[src/rtl/fnd_capture.sv]
`timescale 1ns/1ps
`default_nettype none
// +------------------------------------------------------------------------+
// | fnd_capture: snoops a scanned 4-digit 7-segment bus and publishes the  |
// | displayed value as binary.                       Revision: 1.0         |
// +------------------------------------------------------------------------+
module fnd_capture #(
  parameter int SETTLE_CYC  = 4,
  parameter int TIMEOUT_CYC = 2_000_000
) (
  input  logic        clk,
  input  logic        reset,
  input  logic [3:0]  fndCom,
  input  logic [7:0]  fndFont,
  output logic [13:0] number,
  output logic        number_valid,
  output logic [3:0]  dp,
  output logic        frame_err
);

  localparam int CW = $clog2(SETTLE_CYC + 1);
  localparam int TW = $clog2(TIMEOUT_CYC + 1);
  localparam logic [CW-1:0] C_SETTLE      = CW'(SETTLE_CYC);
  localparam logic [CW-1:0] C_SETTLE_LAST = CW'(SETTLE_CYC - 1);
  localparam logic [TW-1:0] C_TMO_LAST    = TW'(TIMEOUT_CYC - 1);

  typedef enum logic [1:0] {
    ST_COLLECT = 2'd0,
    ST_CONVERT = 2'd1,
    ST_PUBLISH = 2'd2
  } state_t;

  logic [3:0]       com_q, com_d;
  logic [7:0]       font_q, font_d;
  logic [11:0]      prev_q, prev_d;
  logic [CW-1:0]    cnt_q, cnt_d;
  state_t           state_q, state_d;
  logic [3:0][3:0]  slot_q, slot_d;
  logic [3:0]       filled_q, filled_d;
  logic [3:0]       dp_slot_q, dp_slot_d;
  logic [13:0]      acc_q, acc_d;
  logic [1:0]       k_q, k_d;
  logic [TW-1:0]    tmo_q, tmo_d;
  logic [13:0]      number_q, number_d;
  logic             valid_q, valid_d;
  logic [3:0]       dp_q, dp_d;
  logic             err_q, err_d;

  logic             same;
  logic             one_hot;
  logic [1:0]       idx;
  logic [3:0]       digit;
  logic             digit_ok;
  logic             latch;
  logic             timeout;
  logic [13:0]      acc_next;

  always_comb begin
    one_hot = 1'b1;
    idx     = 2'd0;
    case (com_q)
      4'b1110: idx = 2'd0;
      4'b1101: idx = 2'd1;
      4'b1011: idx = 2'd2;
      4'b0111: idx = 2'd3;
      default: one_hot = 1'b0;
    endcase
  end

  // Blank (all segments off) is a legal leading-digit pattern and reads as 0.
  always_comb begin
    digit_ok = 1'b1;
    digit    = 4'd0;
    case (font_q[6:0])
      7'h40:   digit = 4'd0;
      7'h79:   digit = 4'd1;
      7'h24:   digit = 4'd2;
      7'h30:   digit = 4'd3;
      7'h19:   digit = 4'd4;
      7'h12:   digit = 4'd5;
      7'h02:   digit = 4'd6;
      7'h78:   digit = 4'd7;
      7'h00:   digit = 4'd8;
      7'h10:   digit = 4'd9;
      7'h7F:   digit = 4'd0;
      default: digit_ok = 1'b0;
    endcase
  end

  assign same     = ({com_q, font_q} == prev_q);
  // Fires only on the cycle the counter reaches saturation: one latch per dwell.
  assign latch    = same && (cnt_q == C_SETTLE_LAST) && one_hot;
  assign timeout  = (filled_q != 4'h0) && (tmo_q == C_TMO_LAST);
  assign acc_next = (acc_q << 3) + (acc_q << 1) + {10'd0, slot_q[k_q]};

  always_comb begin
    com_d     = fndCom;
    font_d    = fndFont;
    prev_d    = {com_q, font_q};
    cnt_d     = '0;
    state_d   = state_q;
    slot_d    = slot_q;
    filled_d  = filled_q;
    dp_slot_d = dp_slot_q;
    acc_d     = acc_q;
    k_d       = k_q;
    tmo_d     = tmo_q;
    number_d  = number_q;
    valid_d   = 1'b0;
    dp_d      = dp_q;
    err_d     = 1'b0;

    if (same) begin
      cnt_d = (cnt_q == C_SETTLE) ? cnt_q : cnt_q + CW'(1);
    end

    case (state_q)
      ST_COLLECT: begin
        if (filled_q == 4'hF) begin
          acc_d   = {10'd0, slot_q[3]};
          k_d     = 2'd2;
          tmo_d   = '0;
          state_d = ST_CONVERT;
        end else begin
          tmo_d = (filled_q != 4'h0) ? tmo_q + TW'(1) : '0;
          if (timeout || (latch && !digit_ok)) begin
            err_d     = 1'b1;
            slot_d    = '0;
            filled_d  = 4'h0;
            dp_slot_d = 4'h0;
            tmo_d     = '0;
          end else if (latch) begin
            slot_d[idx]    = digit;
            filled_d[idx]  = 1'b1;
            dp_slot_d[idx] = ~font_q[7];
          end
        end
      end
      ST_CONVERT: begin
        acc_d = acc_next;
        if (k_q == 2'd0) begin
          state_d = ST_PUBLISH;
        end else begin
          k_d = k_q - 2'd1;
        end
      end
      ST_PUBLISH: begin
        number_d = acc_q;
        dp_d     = dp_slot_q;
        valid_d  = 1'b1;
        filled_d = 4'h0;
        state_d  = ST_COLLECT;
      end
      default: state_d = ST_COLLECT;
    endcase
  end

  always_ff @(posedge clk) begin
    if (reset) begin
      com_q     <= 4'hF;
      font_q    <= 8'hFF;
      prev_q    <= 12'hFFF;
      cnt_q     <= '0;
      state_q   <= ST_COLLECT;
      slot_q    <= '0;
      filled_q  <= 4'h0;
      dp_slot_q <= 4'h0;
      acc_q     <= '0;
      k_q       <= 2'd0;
      tmo_q     <= '0;
      number_q  <= '0;
      valid_q   <= 1'b0;
      dp_q      <= 4'h0;
      err_q     <= 1'b0;
    end else begin
      com_q     <= com_d;
      font_q    <= font_d;
      prev_q    <= prev_d;
      cnt_q     <= cnt_d;
      state_q   <= state_d;
      slot_q    <= slot_d;
      filled_q  <= filled_d;
      dp_slot_q <= dp_slot_d;
      acc_q     <= acc_d;
      k_q       <= k_d;
      tmo_q     <= tmo_d;
      number_q  <= number_d;
      valid_q   <= valid_d;
      dp_q      <= dp_d;
      err_q     <= err_d;
    end
  end

  assign number       = number_q;
  assign number_valid = valid_q;
  assign dp           = dp_q;
  assign frame_err    = err_q;

endmodule
`default_nettype wire

[config.mk]
export PLATFORM = sky130hd
export DESIGN_NAME = fnd_capture
export DESIGN_NICKNAME = d
export VERILOG_FILES = /design/src/rtl/fnd_capture.sv
export SDC_FILE = /design/constraint.sdc
export NUM_CORES = 1
export LEC_CHECK = 0
export CAP_MARGIN = 0
export CORE_ASPECT_RATIO = 0.75
export CORE_MARGIN = 4
export CORE_UTILIZATION = 25
export CTS_CLUSTER_DIAMETER = 100
export DETAILED_ROUTE_END_ITERATION = 16
export DONT_BUFFER_PORTS = 1
export PLACE_DENSITY = 0.44
export SKIP_CTS_REPAIR_TIMING = 1
export SYNTH_ARGS = -nofsm -noshare
export SYNTH_HDL_FRONTEND = slang
export SYNTH_SLANG_ARGS = --single-unit
[constraint.sdc]
create_clock -name clk -period 9.26 [get_ports clk]
set_input_delay 1.389 -clock clk [delete_from_list [all_inputs] [get_ports clk]]
set_output_delay 1.389 -clock clk [all_outputs]
set_load 0.03 [all_outputs]
# Yosys cells after proc, flatten, opt, wreduce, memory -nomap -nowiden
# Index checks and enable logic that the tools add are counted.
# Widths: inputs -> output; s select.
word_totals:
  register_bits: 110
  in_bits: 14
  out_inout_bits: 20
op_classes:
  add_sub_neg: 5
  n_lt_le_gt_ge: 3
  eq_ne: 26
  mux: 33
  bitwise: 5
  n_reduce_logical: 23
ops:
  columns: ["op", "n"]
  rows:
  - ["$mux 21", 3]
  - ["$pmux 4 s9", 1]
  - ["$mux 16", 2]
  - ["$eq 7x7->1 const B", 4]
  - ["$mux 4", 7]
  - ["$pmux 14 s2", 1]
  - ["$add 21x1->21 const B", 1]
  - ["$eq 21x21->1 const B", 1]
  - ["$eq 7x5->1 const B", 3]
  - ["$bwmux 16", 1]
  - ["$eq 4x4->1 const B", 4]
  - ["$add 14x14->14", 1]
  - ["$add 14x4->14", 1]
  - ["$eq 7x6->1 const B", 2]
  - ["$mux 14", 1]
  - ["$eq 12x12->1", 1]
  - ["$reduce_or 11->1", 1]
  - ["$reduce_and 3->1", 3]
  - ["$bmux 4 s2", 1]
  - ["$demux 4 s2", 1]
  - ["$mux 2", 4]
  - ["$ne 2x2->1 const B", 4]
  - ["$pmux 2 s2", 2]
  - ["$pmux 4 s2", 1]
  - ["other kinds (28)", 44]

# Longest topological paths before layout
logic_depth:
  ltp_word: 11
  mapped_depth: 13

# Worst setup path after synthesis
# Ideal clock, no wire load.
synth_timing:
  path_type: "reg-to-reg"
  from: "register k_q[0]"
  to: "register acc_q[11]"
  setup_time_ns: 0.117
  t_arrival_ns: 3.110
  required_ns: 9.143
  path_slack_ns: 6.033
  stages_incl_launch_ff: 14
  path_buffers: 1
  synth_period_minus_slack_ns: 3.227
  path_cell_list: "dfxtp_1 -> clkbuf_1 -> mux4_2 -> inv_1 -> fa_1 -> inv_1 -> ha_1 -> a211oi_1 -> o21ai_0 -> a21oi_1 -> o21ai_0 -> a21o_1 -> xor2_1 -> a22o_1"
synth_via:
  elab_chain_cells: 4
synth_rtl:
  columns: ["element", "line_no", "source"]
  rows:
  - ["from (decl)", "42", "logic [1:0] k_q, k_d;"]
  - ["from (signal assigned)", "185", "k_q <= k_d;"]
  - ["$bmux 4 s2", "94", "assign acc_next = (acc_q << 3) + (acc_q << 1) + {10'd0, slot_q[k_q]};"]
  - ["$mux 4 (implied by the code)", "94", null]
  - ["$add 14x4->14", "94", null]
  - ["$pmux 14 s2", "117", "case (state_q)"]
  - ["to (signal assigned)", "168", "acc_q <= '0;"]
  - ["to (signal assigned)", "184", "acc_q <= acc_d;"]
  - ["to (decl)", "41", "logic [13:0] acc_q, acc_d;"]
# Every way passes these cells. The select of a mux whose other input is x is not followed.
# A chain may end at the register's enable or synchronous reset.

# Worst setup path after layout
layout_timing:
  from: "register k_q[0]"
  to: "register acc_q[12]"
# The elaborated chain is that of the path after synthesis.

==> flow_summary.ini <==
[run_status]
status = finished clean

[worst_setup_path]
cp-end-kind = flip-flop
cp-start-kind = flip-flop
cp.required_ps = 9520
cp.arrival_ps = 3680
path_delay_family = compound AO/OA/AOI/OAI gates
crit-reg2reg-launch = k_q[0]$_SDFFE_PP0P_
crit_fanout = 7
path_class = flip-flop to flip-flop
rrSetupSlack_ps = 5840
path_cells = mux4_2 > ha_1 > ha_1 > inv_1 > fa_1 > nor2b_1 > o21ai_0 > a21boi_0 > o41ai_1 > o21ai_0 > xor2_1 > a22o_1
worst-r2r-cell-count = 12
critPathSlowestCell = mux4_2
max_stage_delay_ps = 570
crit_buf_inv = 1
reg2reg_to = acc_q[12]$_SDFFE_PP0P_

[timing]
max_freq_ghz = 0.292
setup_viol_count_final = 0
tns_ps = 0
worst_pin_slew_ps = 882
finalMaxSlewViolations = 0
finalCritPeriodShare = 0.370
rsz0062_at_grt = false
relSlewSlack = 0.406
final_hold_viol_count = 0
holdWs_ps = 467
fin_skew_ps = 14.0
layout_min_cycle_time_ps = 3420

[yosys]
synth-seq-cells = 110
synth_top_area_cell = dfxtp_1
syn_area_per_cell_sq_um = 9.23
syn-cell-area_sq_mm = 0.00535
yosys_warnings = 0
synth_area_leaders = dfxtp_1 (41%), ha_1 (6.3%), a22o_1 (4.9%)
synth_ff_type = dfxtp_1
ys_top_cells_by_count = dfxtp_1 (110), nor2_1 (52), nand2_1 (37)
synthDominantCellAreaShare = 0.412
synth-edff-count = 0
seq_area_frac_synth = 0.412
ys_async_sr_fraction = 0
synth.most_common_cell = dfxtp_1
ys_types = 60
syn_inst = 579
synth_fp_nets = 622

[clock_tree]
htreeDepth = 3
clockBufferDepth = 2
cts_buffers = 9
ctsRootBufferMaster = clkbuf_16
cts_tree = built
clock_sinks = 110
clk-insertion-delay-late_ps = 360
path_clk_slew_ps = 80

[pwr]
vdd_drop_max_mv = 0.0961
p_leak_nw = 2.13
power_density_mw_per_mm2 = 152

[final_layout]
num-fill-cells = 2271
fin_nets = 605
drive_gt1_frac = 0.104
antenna_cells = 0
area_growth_pct = 10.0

[global_routing]
grt_overflow = 0
grt_antenna_before_repair = 0
track_usage = 0.107
grt_max_degree = 65
grt_pass1_wl_mm = 20.5
grt_pass1_vias = 3900

[routing]
drt-total-wl_mm = 12.4
ant_nets = 0
firstDrtPassIters = 5
route.detailed.drc = 0
wire_per_inst_um = 14.6
vias_per_cell = 4.71
via_count = 4026
drtIter0Drc = 279

[die]
core-area_sq_mm = 0.0211
die_area_sq_mm = 0.0238
die_x_um = 177
io_pins = 34
start_util = 0.254
row_count = 46
die_h_um = 135

[hold_path]
hold_class = flip-flop to flip-flop
hold_path_depth = 2
min_from = slot_q[3]$_SDFFE_PP0P_
hold-path-endpoint = slot_q[3]$_SDFFE_PP0P_

[flow_run]
max_cap_viol_count = 0

[placed_design]
gp_congestion = 0.770
dp_hpwl_mm = 9.06
io_buffers = 0
-- routing by layer --
| layer | global-route usage | part of all wire |
|---|---|---|
| met5 | 0 | 0 |
| met3 | 0.0238 | 0.026 |
| met2 | 0.156 | 0.42 |
| met4 | 0.0322 | 0.011 |
| met1 | 0.157 | 0.55 |
-- sequential cells by signal, summed over array words and instances (netlist names) --
register	flops
number	14
dp_slot_q	4
dp	4
filled_q	4
tmo_q	21
number_valid	1
cnt_q	3
font_q	8
k_q	2
com_q	4
prev_q	12
slot_q	16
acc_q	14
frame_err	1
state_q	2
-- metrics by stage --
| stage | instance area, sq um | cells | setup WS [ps] | power (mW) | utilization |
|---|---|---|---|---|---|
| floorplan | 5350 | 579 | 6030 | 0.520 | - |
| global placement | 5600 | 839 | 5920 | 0.522 | 0.266 |
| detailed placement | 5600 | 839 | 5840 | 0.522 | 0.266 |
| CTS | 5880 | 855 | 5830 | 0.910 | 0.279 |
| global route | 5880 | 855 | 5510 | 0.932 | 0.279 |
| finish | 5880 | 855 | 5840 | 0.894 | 0.279 |
-- area by class of cell --
class | instances | area (sq um) | share of cell area
multi-input cells | 415 | 2920 | 0.496
well taps | 288 | 360 | 0.0613
clock inverters | 6 | 57.6 | 0.00979
repair buffers | 4 | 30.0 | 0.00511
flip-flops and latches | 110 | 2200 | 0.374
clock buffers | 10 | 229 | 0.0389
inverters | 22 | 82.6 | 0.0140
-- cell usage in the layout (no fill, tap or decap), types with 13 or more instances in the layout --
cell     instances
inv_1           22
ha_1            27
nand2_1         37
nand3_1         21
dfxtp_1        110
a21oi_1         30
xnor2_1         13
a22oi_1         13
nor2_1          52
o21ai_0         14
xor2_1          17
or2_2           26
a22o_1          30
-- how the worst max path moves through the flow --
stage	start	to	slack, ps	cells past startpoint
floorplan	k_q[0]$_SDFFE_PP0P_	acc_q[11]$_SDFFE_PP0P_	6030	13
global placement	k_q[0]$_SDFFE_PP0P_	acc_q[11]$_SDFFE_PP0P_	5920	12
detailed placement	k_q[0]$_SDFFE_PP0P_	acc_q[12]$_SDFFE_PP0P_	5840	12
CTS	k_q[0]$_SDFFE_PP0P_	acc_q[11]$_SDFFE_PP0P_	5830	12
global route	k_q[0]$_SDFFE_PP0P_	acc_q[12]$_SDFFE_PP0P_	5510	12
finish	k_q[0]$_SDFFE_PP0P_	acc_q[12]$_SDFFE_PP0P_	5840	12
-- cell families (layout without fill, tap and decap cells) --
kind of cell             count (synthesis)  count (layout)  share of synthesized area
AO/OA/AOI/OAI                          134             134                      0.181
XOR/XNOR                                30              30                     0.0492
adder cells (fa/ha/maj)                 29              29                     0.0707
buffers and inverters                   54              42                     0.0426
flip-flops                             110             110                      0.412
multiplexers                            17              17                     0.0414
AND/OR/NAND/NOR                        205             205                      0.203
-- report_power, final --
part | internal [mW] | switching (mW) | leakage (nW)
Combinational | 0.0119 | 0.0138 | 1.10
Clock | 0.190 | 0.193 | 0.142
Sequential | 0.477 | 0.00778 | 0.892
Total | 0.680 | 0.214 | 2.13
-- worst min-delay path, stage by stage, from the launching register on --
cell and delay, ps:
dfxtp_1 320, nand2_1 60, a21oi_1 50
Power figures use the tool's default switching activity.
